==> src/rtl/reg_out_serializer.sv <==
// Serializes a byte captured from a register output as start, 8 data bits LSB-first, optional even parity, stop.
// Define SER_PARITY_EN to compile in the parity bit (11-bit frame); otherwise frames are 10 bits.
module reg_out_serializer #(
    parameter int CLK_DIV = 4
) (
    input  logic       clk,
    input  logic       rst,
    input  logic [7:0] RegIn,
    input  logic       tx_valid,
    output logic       tx_ready,
    output logic       sout,
    output logic       busy,
    output logic       done
);

`ifdef SER_PARITY_EN
    typedef enum logic [2:0] {IDLE, START, DATA, PARITY, STOP} state_t;
`else
    typedef enum logic [2:0] {IDLE, START, DATA, STOP} state_t;
`endif

    localparam logic [7:0] DIV_LAST = 8'(CLK_DIV - 1);

    state_t     state, state_n;
    logic [7:0] shift, shift_n;
    logic [2:0] bit_cnt, bit_n;
    logic [7:0] div_cnt, div_n;
    logic       wrap;
    logic       sout_n, done_n, ready_n;
`ifdef SER_PARITY_EN
    logic       par, par_n;
`endif

    always_ff @(posedge clk) begin
        if (rst) begin
            state    <= IDLE;
            shift    <= '0;
            bit_cnt  <= '0;
            div_cnt  <= '0;
            sout     <= 1'b1;
            done     <= 1'b0;
            tx_ready <= 1'b1;
`ifdef SER_PARITY_EN
            par      <= 1'b0;
`endif
        end else begin
            state    <= state_n;
            shift    <= shift_n;
            bit_cnt  <= bit_n;
            div_cnt  <= div_n;
            sout     <= sout_n;
            done     <= done_n;
            tx_ready <= ready_n;
`ifdef SER_PARITY_EN
            par      <= par_n;
`endif
        end
    end

    always_comb begin
        state_n = state;
        shift_n = shift;
        bit_n   = bit_cnt;
        div_n   = div_cnt;
`ifdef SER_PARITY_EN
        par_n   = par;
`endif
        wrap    = (div_cnt == DIV_LAST);

        if (state != IDLE) begin
            div_n = wrap ? '0 : div_cnt + 8'd1;
        end

        case (state)
            IDLE: begin
                if (tx_valid) begin
                    shift_n = RegIn;
                    bit_n   = '0;
                    div_n   = '0;
                    state_n = START;
`ifdef SER_PARITY_EN
                    par_n   = ^RegIn;
`endif
                end
            end
            START: begin
                if (wrap) state_n = DATA;
            end
            DATA: begin
                if (wrap) begin
                    shift_n = {1'b0, shift[7:1]};
                    bit_n   = bit_cnt + 3'd1;
                    if (bit_cnt == 3'd7) begin
`ifdef SER_PARITY_EN
                        state_n = PARITY;
`else
                        state_n = STOP;
`endif
                    end
                end
            end
`ifdef SER_PARITY_EN
            PARITY: begin
                if (wrap) state_n = STOP;
            end
`endif
            STOP: begin
                if (wrap) state_n = IDLE;
            end
            default: state_n = IDLE;
        endcase

        // Outputs are registered, so they are decoded from the next-state values.
        case (state_n)
            START:   sout_n = 1'b0;
            DATA:    sout_n = shift_n[0];
`ifdef SER_PARITY_EN
            PARITY:  sout_n = par_n;
`endif
            default: sout_n = 1'b1;
        endcase
        done_n  = (state_n == STOP) && (div_n == DIV_LAST);
        ready_n = (state_n == IDLE);
    end

    assign busy = ~tx_ready;

endmodule

==> config.mk <==
export PLATFORM = sky130hd
export DESIGN_NAME = reg_out_serializer
export DESIGN_NICKNAME = d
export VERILOG_FILES = /design/src/rtl/reg_out_serializer.sv
export SDC_FILE = /design/constraint.sdc
export NUM_CORES = 1
export LEC_CHECK = 0
export BUFFER_PORTS_ARGS = -buffer_cell sky130_fd_sc_hd__buf_2
export CAP_MARGIN = 20
export CORE_MARGIN = 2
export CORE_UTILIZATION = 60
export DETAILED_ROUTE_END_ITERATION = 6
export PLACE_DENSITY = 0.92
export SETUP_SLACK_MARGIN = 0.3
export SLEW_MARGIN = 20
export SYNTH_ARGS = -nofsm -noshare
export SYNTH_HDL_FRONTEND = slang
export SYNTH_SLANG_ARGS = --single-unit
==> constraint.sdc <==
create_clock -name clk -period 3.1 [get_ports clk]
set_input_delay 0 -clock clk [delete_from_list [all_inputs] [get_ports clk]]
set_output_delay 0 -clock clk [all_outputs]
set_load 0.01 [all_outputs]
After elaboration in Yosys (flattened, before gate mapping)

Cells that the tools add are included.

Eq/ne operators: 11
Reduce and logical (&&, ||, !) cells: 6
$mul: 0
Magnitude comparators: 0
Div/mod/pow operators: 0
Shift-type cells: 0
Bitwise logic cells: 1
Multiplexer cells: 17
Add/sub/neg operators: 2

Operators by type and width:

| cell                | number |
|---|---|
| $mux 8              | 6 |
| $mux 3              | 7 |
| $eq 8x2->1 const B  | 2 |
| $pmux 8 s2          | 1 |
| $eq 3x2->1 const B  | 4 |
| $pmux 3 s4          | 1 |
| $add 8x1->8 const B | 1 |
| $eq 3x1->1 const B  | 2 |
| $logic_not 3->1     | 2 |
| $pmux 3 s2          | 1 |
| $ne 2x2->1 const B  | 2 |
| $add 3x1->3 const B | 1 |
| $eq 3x3->1 const B  | 1 |
| $reduce_and 3->1    | 1 |
| $reduce_bool 3->1   | 1 |
| $pmux 1 s2          | 1 |
| $reduce_bool 2->1   | 1 |
| $logic_and 1x1->1   | 1 |
| $not 1->1           | 1 |

Word-level logic and storage cells: 45
Memory bits (writable): 0
Flip-flop bits (word level): 25
Bits in latches: 0
Bits of input ports: 11
Output and inout port bits: 4
ROM bits: 0
Memories: 0

Depth between registers and ports, before layout

Gate-level depths: netlist (run 1).

Depth in word-level cells: 7
Gate-level depth with buffers: 7
Gate-level depth less buffers: 6

Least setup slack after synthesis (run 1)

OpenSTA, ideal clock, no wires.

Path kind: register -> register
Start point: register div_cnt[0]
End point: register done
Arrival time: 1886 ps
Stages on the path, launching flop included: 7
Setup time: 88 ps
Data required time: 3012 ps
Path slack: 1126 ps
Path buffers: 0
Clock period less this slack: 1974 ps
Cell sequence: dfxtp_1 -> ha_1 -> nor4b_4 -> nand3_1 -> xor2_1 -> or4_1 -> nor4_2

Longest elaborated chain between the ends: 7
Elaborated cells between the ends (all ways): 13
Classes of those cells: 1 x add/sub; 3 x eq/ne; 8 x mux; 1 x reduce/logical

RTL lines:

| element                                   | RTL line | text |
|---|---|---|
| from (decl)                               | 27       | `logic [7:0] div_cnt, div_n;` |
| from (signal assigned)                    | 50       | `div_cnt <= div_n;` |
| $add 8x1->8 or $eq 8x2->1 (tied branches) | 71, 68   |  |
| $mux 8                                    | 71       | `div_n = wrap ? '0 : div_cnt + 8'd1;` |
| $mux 8                                    | 70       | `if (state != IDLE) begin` |
| $mux 8                                    | 76       | `if (tx_valid) begin` |
| $mux 8                                    | 74       | `case (state)` |
| $eq 8x2->1                                | 122      | `done_n = (state_n == STOP) && (div_n == DIV_LAST);` |
| $logic_and 1x1->1 (*)                     | 122      |  |
| to (signal assigned)                      | 52       | `done <= done_n;` |
| to (decl)                                 | 13       | `output logic done` |

Mark *: on every way between the ends. The rest lies on a longest branch, timed or not.
A chain may end at the register's enable or synchronous reset.

Final worst setup path (run 1)

Start point: register div_cnt[0]
End point: register sout

Longest elaborated chain between the ends: 5
Elaborated cells between the ends (all ways): 10
Classes of those cells: 3 x eq/ne; 7 x mux

RTL lines:

| element                                  | RTL line    | text |
|---|---|---|
| $eq 8x2->1 (*)                           | 68          | `wrap = (div_cnt == DIV_LAST);` |
| $mux 3, on equally long branches         | 108, 87, 90 |  |
| $pmux 3 s4                               | 74          |  |
| $eq 3x2->1 or $eq 3x1->1 (tied branches) | 114         | `case (state_n)` |
| $pmux 1 s2 (*)                           | 114         |  |
| to (signal assigned)                     | 51          | `sout <= sout_n;` |
| to (decl)                                | 11          | `output logic sout,` |

Mark *: on every way between the ends. The rest lies on a longest branch, timed or not. The select of a mux whose other input is x is not followed.

==> results of run 1 <==
## cell families after synthesis
logic type	count (synthesis)	share of synthesized area
simple gates	65	0.2982
compound gates	43	0.2108
flops	25	0.4016
buf+inv	8	0.03413
fa+ha+maj	3	0.03012
xor+xnor	2	0.01406
other cells	1	0.003009
mux	1	0.008032
## flip-flops by register name, summed over array words and instances (netlist names)
name      cells
bit_cnt       3
state         3
div_cnt       8
shift         8
tx_ready      1
done          1
sout          1
## placed cells by master, fill, tap and decap left out, drive strengths merged, types with 3 or more instances in the layout
cell type     n
a21oi        20
a22oi         6
and3          3
buf          14
clkbuf        4
dfxtp        25
dlygate4sd3   6
ha            3
nand2        19
nand3         4
nor2          9
nor3          9
nor3b         4
nor4          4
o21ai         6
## worst max-delay path: stages (launching register included)
cell and delay, ns:
dfxtp_1 0.48, ha_1 0.32, nor4b_4 0.35, and3_1 0.46
nor2_1 0.24, a21oi_1 0.25, a21oi_1 0.09
## area by class of cell
cell class              instances  area share
clock buffers                   4     0.01880
inverters                       1    0.002686
multi-input cells             115      0.5031
flip-flops and latches         25      0.3581
well taps                      27     0.02417
repair buffers                 20     0.09311
## per-stage QoR
stage	instance area, µm²	utilization
6_report	1398	0.7124
3_5_place_dp	1311	0.6684
2_1_floorplan	1246	-
4_1_cts	1398	0.7124
3_3_place_gp	1311	0.6684
5_1_grt	1398	0.7124
## per-layer routing
layer	routed length, µm	global-route usage	share of wire	vias up
met2	1167	0.3667	0.46	39
met5	0	0	0	-
met1	1180	0.2865	0.46	534
met4	32	0.05093	0.013	0
met3	170	0.06970	0.067	7
li1	-	-	-	581
## final timing paths
kind / start / to / slack, ns / depth (start not counted)
max: div_cnt[0] / sout / 0.80 / 6
min: tx_valid / div_cnt[0] / 0.03 / 3
max reg2reg: div_cnt[0] / sout / 0.80 / 6
min reg2reg: shift[2] / shift[2] / 0.47 / 2
## what timing repair did
| item | 4_1_cts | 5_1_grt |
|---|---|---|
| gates resized for setup | 0 | 0 |
| hold buffers | 6 | 0 |
| setup endpoints to repair | 0 | 0 |
| endpoints found under the hold margin | 6 | 0 |
## power by group
group / leakage, nW / switching, mW / internal [mW]
registers: 0.203 / 0.00956 / 0.331
logic: 0.314 / 0.0359 / 0.0292
clock network: 0.0150 / 0.0911 / 0.0504
==> impl_metrics.json, run 1 <==
{
  "outcome": "completed",
  "rows": 16,
  "first_global_vias": 974,
  "vias_per_cell": 6.047,
  "slew_headroom": 0.4026,
  "syn_nets": 162,
  "timing_worst_setup_path_type": "flop to flop",
  "ff_latch_area_um2": 500.5,
  "track_usage": 0.2234,
  "postSynth.asyncResetShare": 0,
  "clkSlewWorstSetupHoldPaths_ns": 0.12,
  "final.period_utilization": 0.7429,
  "dominantRegCellSynth": "dfxtp_1",
  "fmax_ghz": 0.4342,
  "dr_total_vias": 1161,
  "max_cap_viol_count": 0,
  "layout-drive-gt1-share": 0.1394,
  "rsz0062_at_grt": "no",
  "grt_max_degree": 24,
  "clk_latency_ns": 0.32,
  "drt_drc_violations_left": 0,
  "fin_worst_skew_ns": 0.002164,
  "tightest_slew_ns": 0.8879,
  "area_growth_pct": 12.15,
  "crit_required_ns": 3.31,
  "fin_nets": 180,
  "drt_iter0_markers": 28,
  "synth.most_common_cell": "dfxtp_1",
  "yosysTopAreaCell": "dfxtp_1",
  "cts_sinks": 25,
  "whs_ns": 0.02700,
  "cts_tree": "yes",
  "port_buffers": 14,
  "start_kind": "flop",
  "pre_cts_slack_ns": 0.8384,
  "yosysWarnings": 0,
  "overflow": 0,
  "nFillCells": 177,
  "layout_setup_ws_ns": 0.7970,
  "antenna_found_initial": 0,
  "cts-root-buf": "clkbuf_4",
  "antenna_cells": 0,
  "avgRoutedWirePerCell_um": 13.29,
  "die_area_mm2": 0.002458,
  "min_path_type": "input port to flop",
  "finalMaxSlewViolations": 0,
  "place_inst": 182,
  "power.density_mw_per_mm2": 391.2,
  "ant_nets": 0,
  "gp_congestion": 0.9284,
  "syn_inst": 148,
  "cts.path.max_buffers": 2,
  "cp-end-kind": "flop",
  "stdcell_count": 192,
  "initial_core_util": 0.6352,
  "drt_wl_total_um": 2551,
  "yosys-top-cells-area": "dfxtp_1, a21oi_1, nand2_1",
  "setup_viol": 0,
  "vdd_drop_max_uv": 381.4,
  "cts_setup_buffers": 0,
  "dr.pass1.iters": 4,
  "period_needed_ns": 2.303,
  "cts_buffers": 3,
  "crit_fanout": 12,
  "multiInputGateArea_um2": 703.2,
  "p_leak_nw": 0.5320,
  "avgSynthCellArea_um2": 8.420,
  "ys_types": 43,
  "core_mm2": 0.001962,
  "grt_pass1_wl_um": 4202,
  "fin_setup_tns_ns": 0,
  "synth_enable_flop_cells": 0,
  "yosys-top-cells-count": "dfxtp_1, a21oi_1, nand2_1, nor2_1, nor3_1",
  "hpwl_um": 1832,
  "hold_violations": 0,
  "netlist.area_leader.share": 0.4016,
  "critPathArrivalTime_ns": 2.52,
  "synth-seq-cells": 25,
  "cts-htree-levels": 1,
  "io_pins": 15,
  "total_power_uw": 546.8,
  "synth.cell_area_mm2": 0.001246,
  "die_x_um": 49.58,
  "ys_seq_area_frac": 0.4016,
  "die_h_um": 49.58
}
(Power assumes the default switching activity.)
==> inputs of run 2 (changes only) <==
CORE_UTILIZATION = 56   (was 60)
PLACE_DENSITY = 0.87   (was 0.92)
clock period = 2.4 ns   (was 3.1 ns; I/O delays follow)
==> run 2 against run 1 <==
  * Via count increased by 3.3%
  * Power rose by 32%
  * Register-to-register slack worse by 0.32 ns
  * Cell area increased by 3.4%
  * Worst setup slack worse by 0.32 ns
  * Cell count up 2.1%
  * Sequential share of layout area shrank 0.83 points
  * Maximum frequency is 20% higher
  * Die area rose by 6.6%
  * Critical endpoint is now done
  * Non-clock buffer count grew 3
==> impl_metrics.json, run 2 (synthesis gave the netlist of run 1 again) <==
{
  "first_global_vias": 1029,
  "power.density_mw_per_mm2": 499.3,
  "drt_wl_total_um": 2746,
  "regToRegSetupSlack_ns": 0.47,
  "ant_nets": 0,
  "layout-drive-gt1-share": 0.1905,
  "grt_max_degree": 24,
  "cts-root-buf": "clkbuf_4",
  "rows": 17,
  "cts.path.max_buffers": 2,
  "core_mm2": 0.002148,
  "die_x_um": 51.18,
  "avgRoutedWirePerCell_um": 14.01,
  "reg2reg_depth": 6,
  "cts_setup_buffers": 0,
  "drt_iter0_markers": 65,
  "dr.pass1.iters": 5,
  "crit_slowest_cell": "or4_1",
  "total_power_uw": 721.6,
  "cts-htree-levels": 1,
  "pwr-share-seq": 0.612,
  "layout_commonest_cell": "dfxtp_1",
  "path_buf_inv": 0,
  "min-delay-start": "tx_valid",
  "vdd_drop_max_uv": 400.3,
  "initial_core_util": 0.5801,
  "fin_setup_tns_ns": 0,
  "tightest_slew_ns": 0.5388,
  "crit_cells": 6,
  "min_to": "div_cnt[0]",
  "period_needed_ns": 1.927,
  "swShare": 0.2611,
  "fin_worst_skew_ns": 0.01482,
  "die_area_mm2": 0.002619,
  "cts_tree": "yes",
  "max_cap_viol_count": 0,
  "min_path_type": "input port to flop",
  "fin_nets": 183,
  "die_h_um": 51.18,
  "overflow": 0,
  "regToRegStartpoint": "div_cnt[0]",
  "p_switching_uw": 188.4,
  "critPathTopFamily": "simple AND/OR/NAND/NOR gates",
  "worstHoldPathCells": 3,
  "setup_viol": 0,
  "combPwrFrac": 0.124,
  "layout_setup_ws_ns": 0.4733,
  "cpPeakStageDelay_ns": 0.49,
  "grt_pass1_wl_um": 4485,
  "cts_sinks": 25,
  "gp_congestion": 0.8740,
  "worst_r2r_endpoint": "done",
  "top_regs": "div_cnt (8), shift (8)",
  "rsz0062_at_grt": "no",
  "start_kind": "flop",
  "finalMaxSlewViolations": 0,
  "final_area_mm2": 0.001445,
  "dr_total_vias": 1199,
  "antenna_cells": 0,
  "crit_required_ns": 2.65,
  "path_cells": "ha_4, nor4b_4, nand3_1, xor2_1, or4_1, nor4_2",
  "antenna_found_initial": 0,
  "critPathArrivalTime_ns": 2.18,
  "clk_latency_ns": 0.32,
  "outcome": "completed",
  "pwr-share-clk": 0.264,
  "clkSlewWorstSetupHoldPaths_ns": 0.15,
  "pre_cts_slack_ns": 0.2447,
  "drt_drc_violations_left": 0,
  "area_growth_pct": 15.96,
  "internal_power_uw": 533.2,
  "p_leak_nw": 0.5473,
  "cp-end-kind": "flop",
  "fmax_ghz": 0.5190,
  "slew_headroom": 0.6389,
  "crit_fanout": 9,
  "port_buffers": 14,
  "final_cell_mix": "dfxtp_1, a21oi_1, nand2_1, buf_2, nor2_1",
  "final.period_utilization": 0.8028,
  "dpl_cell_area_mm2": 0.001343,
  "cts_buffers": 3,
  "timing_worst_setup_path_type": "flop to flop",
  "track_usage": 0.2228,
  "io_pins": 15,
  "vias_per_cell": 6.117,
  "hpwl_um": 1790,
  "hold_violations": 0
}
[run 2: area by class of cell]
| class | count | area, µm² |
|---|---|---|
| inverter | 1 | 3.754 |
| fill | 173 | 703.2 |
| tap | 28 | 35.03 |
| clock buffer | 3 | 22.52 |
| sequential | 25 | 505.5 |
| timing repair buffer | 23 | 150.1 |
| clock inverter | 1 | 7.507 |
| multi-input combinational | 115 | 720.7 |
[run 2: worst register-to-register path: stages (launching register included)]
cell     delay (ns)
dfxtp_4        0.42
ha_4           0.18
nor4b_4        0.31
nand3_1        0.14
xor2_1         0.19
or4_1          0.49
nor4_2         0.13
[run 2: worst max path at each step]
stage / from / end
2_1_floorplan: div_cnt[0] / done
3_3_place_gp: div_cnt[0] / done
3_5_place_dp: div_cnt[0] / done
4_1_cts: div_cnt[1] / done
5_1_grt: div_cnt[0] / done
6_report: div_cnt[0] / done
[run 2: what timing repair did]
action	4_1_cts	5_1_grt
cloned	0	0
endpoints found under the hold margin	5	0
pin swaps	0	1
hold buffers	5	0
gates resized for setup	1	5
setup endpoints to repair	1	1
[run 2: per-layer routing]
metal | global-route usage | vias up | routed length, µm
li1 | - | 587 | -
met1 | 0.2891 | 557 | 1177
met2 | 0.3788 | 51 | 1347
met3 | 0.03801 | 4 | 185
met4 | 0.06306 | 0 | 35
met5 | 0 | - | 0
[run 2: through the flow]
step / util / instances / hold slack (ns)
6_report: 0.6727 / 196 / 0.005074
5_1_grt: 0.6727 / 196 / 0.02431
4_1_cts: 0.6628 / 196 / 0.0001931
3_5_place_dp: 0.6249 / 187 / 0.2442
3_3_place_gp: 0.6249 / 187 / 0.2286
2_1_floorplan: - / 148 / 0.08869
[run 2: power by group through the flow]
| stage | clock network [mW] | registers, mW | logic [mW] |
|---|---|---|---|
| after floorplan | 0 | 0.445 | 0.0566 |
| after global placement | 0 | 0.447 | 0.0779 |
| after detailed placement | 0 | 0.449 | 0.0797 |
| after CTS | 0.196 | 0.440 | 0.0860 |
| after global routing | 0.208 | 0.444 | 0.100 |
| final | 0.190 | 0.442 | 0.0898 |
==> inputs of run 3 (changes only) <==
clock period = 1.89 ns   (was 2.4 ns; I/O delays follow)
==> run 3 against run 2 <==
  * The flow now finishes with violations (setup timing)
  * Combinational power grew 98%
  * Largest power group unchanged
  * First-iteration DRC count shrank 18%
  * Critical path depth grew 1
  * Sequential cell count is the same
  * Sequential share of layout area shrank 6.6 points
  * Critical path type unchanged
  * Global-route usage grew 9.0 points
  * Cell area grew 25%
==> impl_metrics.json, run 3 (synthesis gave the netlist of run 1 again) <==
{
  "rows": 17,
  "cts-htree-levels": 1,
  "timing_worst_setup_path_type": "flop to flop",
  "pwr-share-clk": 0.260,
  "nFillCells": 112,
  "multiInputGateArea_um2": 865.8,
  "grt_pass1_wl_um": 5934,
  "cts_sinks": 25,
  "die_h_um": 51.18,
  "grt_max_degree": 24,
  "final_cell_mix": "dfxtp_1, buf_4, nand2_1, buf_2, a21oi_1",
  "crit_fanout": 5,
  "layout-drive-gt1-share": 0.4323,
  "top_regs": "div_cnt (8), shift (8)",
  "cp-end-kind": "flop",
  "hold_violations": 0,
  "vdd_drop_max_uv": 487.5,
  "max_cap_viol_count": 0,
  "drt_wl_total_um": 3958,
  "critPathArrivalTime_ns": 2.16,
  "total_power_uw": 990.7,
  "drt_drc_violations_left": 0,
  "clkSlewWorstSetupHoldPaths_ns": 0.15,
  "swShare": 0.2825,
  "antenna_cells": 0,
  "final.period_utilization": 1.018,
  "ff_latch_area_um2": 514.2,
  "cts-root-buf": "clkbuf_4",
  "fin_setup_tns_ns": -0.03341,
  "core_mm2": 0.002148,
  "cts.path.max_buffers": 2,
  "die_area_mm2": 0.002619,
  "gp_congestion": 0.8610,
  "combPwrFrac": 0.180,
  "violations": "setup timing",
  "area_growth_pct": 45.18,
  "ant_nets": 0,
  "setup_viol": 1,
  "die_x_um": 51.18,
  "pwr-share-seq": 0.561,
  "fin_worst_skew_ns": 0.01344,
  "cts_buffers": 3,
  "first_global_vias": 1321,
  "overflow": 0,
  "whs_ns": 0.01784,
  "antenna_found_initial": 0,
  "start_kind": "flop",
  "internal_power_uw": 710.8,
  "track_usage": 0.3128,
  "p_switching_uw": 279.9,
  "final_area_mm2": 0.001809,
  "fin_nets": 207,
  "layout_commonest_cell": "dfxtp_1",
  "dpl_cell_area_mm2": 0.001400,
  "layout_setup_ws_ns": -0.03341,
  "dr.pass1.iters": 4,
  "fmax_ghz": 0.5199,
  "outcome": "finished with violations",
  "p_leak_nw": 0.7053,
  "hpwl_um": 1993,
  "initial_core_util": 0.5801,
  "period_needed_ns": 1.923,
  "regToRegSetupSlack_ns": -0.03,
  "crit_required_ns": 2.13,
  "vias_per_cell": 6.277,
  "min_path_type": "input port to flop",
  "power.density_mw_per_mm2": 547.6,
  "avgRoutedWirePerCell_um": 17.99,
  "finalMaxSlewViolations": 0,
  "rsz0062_at_grt": "yes",
  "cts_tree": "yes",
  "clk_latency_ns": 0.34,
  "pre_cts_slack_ns": -0.004024,
  "io_pins": 15,
  "drt_iter0_markers": 53,
  "port_buffers": 14,
  "dr_total_vias": 1381
}
-- run 3: cell types whose count changed in the layout (fill, tap and decap cells not counted), sizes merged --
cell,before,now
nor2,9,10
clkinvlp,1,0
dlygate4sd3,5,8
inv,1,2
buf,18,38
-- run 3: power by group through the flow --
stage	registers, mW	clock network, mW	logic (mW)
after CTS	0.554	0.255	0.154
after global placement	0.568	0	0.100
after detailed placement	0.570	0	0.104
final	0.555	0.257	0.178
after global routing	0.557	0.279	0.190
after floorplan	0.566	0	0.0737
-- run 3: worst paths after layout --
path	from	end	cells past startpoint
hold reg to reg	bit_cnt[2]	bit_cnt[2]	2
hold / removal	RegIn[0]	shift[0]	4
setup / recovery	div_cnt[6]	sout	7
setup reg to reg	div_cnt[6]	sout	7
-- run 3: what timing repair did --
| action | 4_1_cts | 5_1_grt |
|---|---|---|
| hold buffers | 8 | 0 |
| resized for setup | 31 | 18 |
| setup endpoints to repair | 17 | 20 |
| buffers inserted | 13 | 2 |
| hold endpoints to repair | 8 | 0 |
| gates cloned | 1 | 0 |
| pin swaps | 21 | 19 |
-- run 3: final cells by class --
class / instances / area share
repair buffers: 46 / 0.1999
inverters: 1 / 0.002075
flip-flops and latches: 25 / 0.2842
multi-input cells: 116 / 0.4786
clock buffers: 3 / 0.01245
well taps: 28 / 0.01936
clock inverters: 1 / 0.003458
-- run 3: metrics by stage --
| stage | std cells | utilization |
|---|---|---|
| after global placement | 192 | 0.6517 |
| after detailed placement | 192 | 0.6517 |
| after global routing | 220 | 0.8422 |
| after floorplan | 148 | - |
| final | 220 | 0.8422 |
| after CTS | 218 | 0.8037 |
-- run 3: worst max-delay path: stages (launching register included) --
cell and delay, ns:
dfxtp_1 0.41, nor4b_4 0.32, buf_4 0.17, buf_12 0.10, nand2_4 0.04, a211o_1 0.32, nor4_1 0.34, a21oi_1 0.12
-- run 3: layer usage --
metal	vias to the layer above	GRT usage	routed length [µm]
li1	642	-	-
met1	651	0.3407	1583
met2	69	0.5563	1974
met3	19	0.04678	201
met4	0	0.2072	198
met5	-	0	0
